`src/rtl/argmax_stream.sv`:
```
// Streaming argmax: P lanes per beat, running max/index across N/P beats, one result per vector.
// Define ARGMAX_SIGNED_EN for two's-complement elements; otherwise compares are unsigned.
module argmax_stream #(
  parameter int N = 16,
  parameter int M = 8,
  parameter int P = 4,
  localparam int S = $clog2(N + 1)
) (
  input  logic           clk,
  input  logic           rst,
  input  logic [M*P-1:0] in_data,
  input  logic           in_valid,
  output logic           in_ready,
  output logic [M-1:0]   max,
  output logic [S-1:0]   ind,
  output logic           out_valid,
  input  logic           out_ready
);

  localparam int BEATS = N / P;
  localparam int CW    = (BEATS > 1) ? $clog2(BEATS) : 1;

  typedef enum logic {ACC, HOLD} state_t;

  state_t          state_q, state_d;
  logic [CW-1:0]   cnt_q, cnt_d;
  logic [M-1:0]    acc_max_q;
  logic [S-1:0]    acc_ind_q;
  logic [M-1:0]    max_q;
  logic [S-1:0]    ind_q;

  logic            accept;
  logic            last_beat;
  logic            first;
  logic [S-1:0]    base;
  logic [M-1:0]    lane;
  logic [M-1:0]    cand_max;
  logic [S-1:0]    cand_ind;

  // True when a is strictly greater than b under the configured number format.
  function automatic logic gt(input logic [M-1:0] a, input logic [M-1:0] b);
`ifdef ARGMAX_SIGNED_EN
    logic signed [M-1:0] sa;
    logic signed [M-1:0] sb;
    sa = a;
    sb = b;
    return sa > sb;
`else
    return a > b;
`endif
  endfunction

  // Lane sweep: ">=" replacement makes ties fall to the higher index within and across beats.
  always_comb begin
    first    = (cnt_q == '0);
    base     = S'(int'(cnt_q) * P);
    lane     = '0;
    cand_max = acc_max_q;
    cand_ind = acc_ind_q;
    for (int k = 0; k < P; k++) begin
      lane = in_data[k*M +: M];
      if ((k == 0 && first) || !gt(cand_max, lane)) begin
        cand_max = lane;
        cand_ind = base + S'(k);
      end
    end
  end

  always_comb begin
    state_d   = state_q;
    cnt_d     = cnt_q;
    out_valid = (state_q == HOLD);
    in_ready  = !out_valid || out_ready;
    accept    = in_valid && in_ready;
    last_beat = accept && (cnt_q == CW'(BEATS - 1));
    if (accept) begin
      cnt_d = last_beat ? '0 : cnt_q + CW'(1);
    end
    case (state_q)
      ACC:     if (last_beat) state_d = HOLD;
      HOLD:    if (out_ready && !last_beat) state_d = ACC;
      default: state_d = ACC;
    endcase
  end

  always_ff @(posedge clk) begin
    if (rst) begin
      state_q   <= ACC;
      cnt_q     <= '0;
      acc_max_q <= '0;
      acc_ind_q <= '0;
      max_q     <= '0;
      ind_q     <= '0;
    end else begin
      state_q <= state_d;
      cnt_q   <= cnt_d;
      if (accept && !last_beat) begin
        acc_max_q <= cand_max;
        acc_ind_q <= cand_ind;
      end
      if (last_beat) begin
        max_q <= cand_max;
        ind_q <= cand_ind;
      end
    end
  end

  assign max = max_q;
  assign ind = ind_q;

endmodule

```
`config.mk`:
```
export PLATFORM = sky130hd
export DESIGN_NAME = argmax_stream
export DESIGN_NICKNAME = d
export VERILOG_FILES = /design/src/rtl/argmax_stream.sv
export SDC_FILE = /design/constraint.sdc
export NUM_CORES = 1
export LEC_CHECK = 0
export ABC_AREA = 1
export CORE_UTILIZATION = 40
export CTS_BUF_LIST = sky130_fd_sc_hd__clkbuf_2 sky130_fd_sc_hd__clkbuf_4 sky130_fd_sc_hd__clkbuf_8
export DETAILED_ROUTE_END_ITERATION = 16
export PLACE_DENSITY = 0.68
export SYNTH_ARGS = -nofsm -noshare
export SYNTH_HDL_FRONTEND = slang
export SYNTH_SLANG_ARGS = --single-unit
```
`constraint.sdc`:
```
create_clock -name clk -period 6 [get_ports clk]
set_clock_uncertainty 0.1 [all_clocks]
set_input_delay 1.2 -clock clk [delete_from_list [all_inputs] [get_ports clk]]
set_output_delay 1.2 -clock clk [all_outputs]
set_load 0.03 [all_outputs]
```
==> results.md <==
CTS:
- TritonCTS built the clock tree.
- The number of clock sinks seen by CTS is 29.
- The insertion delay to the later sink of the worst-skew pair is about 0.28 ns.
- The clock-pin slew on the worst setup and hold paths is about 0.060 ns.
- The H-tree level count is 2.
- The root buffer cell chosen for the clock tree is clkbuf_8.
- The number of buffers added by the clock tree synthesis step is 5.
- The number of buffers on the longest clock path is 2.

Logic synthesis:
- The fraction of synthesized cell area taken by the top area cell type is 0.221.
- Counting every net in the synthesized netlist gives 479.
- After synthesis, the cell types taking the most area are dfxtp_1, ha_1, nand2_1.
- A synthesized cell averages between 6 and 7 um^2.
- The post-synthesis cell area is about 0.0026 mm^2.
- The cell type with the largest total area after synthesis is dfxtp_1.
- Synthesis instantiated 28 different standard cells from the library.
- The fraction of the yosys area taken by sequential cells is 0.221.
- The number of instances in the synthesized netlist is 409.
- For this run, the number of Yosys warnings is 0.
- The flip-flop and latch count after synthesis is 29.

Final layout:
- The fraction of layout cells with a size suffix above 1 is 0.398.
- The repair_antennas step left the layout with diodes totalling 0.
- The post-layout net count is ~600.
- After the flow finishes, the layout carries non-filler instances totaling 600.
- The final-layout fill cell count is ~500.
- Compared with the post-synthesis result, the final layout area differs by 70.9%.
- Leaving out fill and tap cells, the most frequent cells in the layout are inv_1, nand2_1, buf_4, clkdlybuf4s50_1, nand2_2.
- Measured on the finished design, the core utilization comes to 0.706.
- The library cell used most frequently in the layout, excluding fill and tap cells, is inv_1.

Floorplan:
- The area of the placeable core is around 0.0063 mm^2.
- The floorplan step defined a die boundary enclosing between 0.006 and 0.007 mm^2.
- From left edge to right edge, the die measures slightly above 80 um.
- The number of top-level pins is between 50 and 60.
- The starting density of the core is 0.413.
- The floorplan has 29 rows.
- The height of the die is 83.0 um.

STA:
- The number of failing hold endpoints at the final stage is 0.
- The highest achievable clock rate is 163 MHz.
- The tightest hold path in the finished design has a slack of between 0.3 and 0.4 ns.
- At the pin with the least slew margin, the transition time is ~1.0 ns.
- Counting I/O delays and the setup requirement, the final critical path takes between 6 and 7 ns.
- Setup repair after global routing could not meet its margin everywhere.
- The number of pins exceeding their max-slew limit in the final report is 0.
- Setup violations remaining at the end of the flow were counted as 25.
- In this run the tightest slew margin relative to its limit is 0.304.
- The final period utilization is 1.02.
- In the post-route analysis, the smallest setup slack over all paths is -0.128 ns.

Worst hold path:
- The classification of the worst-slack hold path is flop to flop.
- The worst hold path was traced through 2 stages.

Power:
- The switching power is around 0.55 mW.
- Of the total power, the share spent switching nets is 0.430.
- The power density over the cells is ~290 mW/mm^2.
- The internal power contribution is around 0.73 mW.
- The part of the power in registers is 0.173.
- Overall power consumption after layout is estimated at roughly 1.3 mW.
- The static leakage is between 2 and 2.5 nW.
- Of the total power, combinational logic draws 0.662.
- Of the total power, the clock network draws 0.164.
- The highest ir drop seen on vdd is roughly 0.00018 V.

Worst setup path:
- At the worst endpoint, the required time is 6.07 ns.
- The standard cell with the maximum stage delay on the critical path is ha_4.
- The endpoint class of the critical path is a flop.
- The sort of element at the start of the critical path is an input port.
- The largest fanout of any net on the critical path is 8.
- The type of the setup path with the least slack is input port to flop.
- In this design, the critical path's most frequently occurring cell is nand2_1.
- The number of cell instances on the worst register-to-register path is 36.
- For this run, the slowest stage of the critical path takes roughly 0.28 ns.
- Data arrives at the worst endpoint at around 6.2 ns.

Outcome:
- The final reports fail on setup timing.
- The flow ran to the end, but the final reports show violations.

Placed design:
- Routability-driven placement finished with a final weighted congestion of 0.850.
- Once placement completed, the tool counted placed cells totaling ~570.
- The count of port buffers added during placement is 50.
- Once detailed placement completed, the half-perimeter wirelength came to 5720 um.

Global routing:
- The layer carrying the most global-route usage is met2.
- The global-route congestion overflow total is 0.
- The overall fraction of global-route tracks in use is 0.244.
- Entering global routing, the biggest net connects 25 pins.
- For met3 alone, demand over resource in global routing was 0.0338.
- The initial antenna violation count was 0.
- For this run, global-route usage on met2 was measured as 0.422.
- The global routing met1 resource utilization is 0.298.
- The first global-routing pass estimated between 10000 and 15000 um of wire.
- The number of global-route vias before repair is about 3000.

Detailed routing:
- The detail-routed via count per cell is 5.17.
- The total number of vias is a little over 3000.
- The sum of routed wire length over all layers is between 9000 and 10000 um.
- The detailed-routing iteration count for the pre-antenna-repair pass is 5.
- The routed length per placed instance is between 15 and 20 um.
- After the first detailed-routing iteration, the DRC count stood at 158.
- The residual DRC count is 0.
- Once detail routing completed, the nets flagged for antenna violations numbered 0.

Flow run:
- The number of max-capacitance violations reported is 0.
[cells in the mapped netlist, drive strengths merged]
cell,instances
clkbuf,5
o21bai,5
clkinv,1
nand2,109
a21oi,25
ha,34
nand3,51
nand4,6
inv,92
a21o,2
o21a,10
nor2,16
or2,1
buf,2
dfxtp,29
o21ai,14
and2,7
[power by group through the flow]
stage	Combinational, mW	Sequential, mW	Clock, mW
6_report	0.854	0.224	0.212
5_1_grt	0.918	0.225	0.226
4_1_cts	0.712	0.223	0.214
3_5_place_dp	0.536	0.223	0
3_3_place_gp	0.527	0.223	0
2_1_floorplan	0.342	0.226	0
[final timing paths]
path / slack [ns] / start / to
worst max-delay path: -0.13 / in_data[6] / ind[3]
worst min-delay path: 0.36 / acc_ind_q[4] / acc_ind_q[4]
worst max register to register: 0.56 / acc_max_q[0] / ind[3]
worst min register to register: 0.36 / acc_ind_q[4] / acc_ind_q[4]
[state kept, by name (all words and copies together) (netlist names)]
register and count:
acc_ind_q 5, acc_max_q 8, cnt_q 2, ind 5, max 8, out_valid 1
[cells by family (layout without fill, tap and decap cells)]
family | Yosys count | count (layout) | synth area share
buffers and inverters | 100 | 211 | 0.152
flip-flops | 29 | 29 | 0.221
AND/OR/NAND/NOR | 190 | 192 | 0.333
AO/OA/AOI/OAI | 56 | 57 | 0.132
adder cells (fa/ha/maj) | 34 | 34 | 0.162
[cell type report]
| type | instances | area (um^2) | area share |
|---|---|---|---|
| multi-input combinational | 283 | 2370 | 0.527 |
| clock buffer | 7 | 90.1 | 0.0201 |
| timing repair buffer | 109 | 957 | 0.213 |
| clock inverter | 1 | 30.0 | 0.00669 |
| sequential | 29 | 581 | 0.129 |
| inverter | 93 | 358 | 0.0798 |
| tap | 77 | 96.3 | 0.0215 |
| timing repair inverter | 1 | 7.51 | 0.00167 |
[metrics by stage]
stage               setup slack [ns]  area [um^2]  setup TNS, ns
floorplan                      0.266         2630              0
global placement              -0.638         3460         -14.83
detailed placement            -0.779         3460         -18.89
CTS                         -0.00783         4230        -0.0146
global route                  -0.370         4490          -7.57
finish                        -0.128         4490          -1.83
[repair_timing]
action	4_1_cts	5_1_grt
cloned	5	0
buffers inserted	14	6
hold buffers	0	0
pin swaps	26	57
setup endpoints to repair	26	26
resized for setup	106	75
[worst max-delay path, delay by kind of cell]
| family | cells | cell delay (ns) |
|---|---|---|
| compound gates | 5 | 0.91 |
| buf+inv | 8 | 0.86 |
| simple gates | 23 | 2.11 |
| fa+ha+maj | 4 | 1.08 |
[metal layers]
layer / vias to the layer above / wire length, um
li1: 1520 / -
met4: 0 / 272
met3: 30 / 486
met2: 129 / 4530
met5: - / 0
met1: 1420 / 3910
Note: power is estimated with default switching activity, not from simulation.
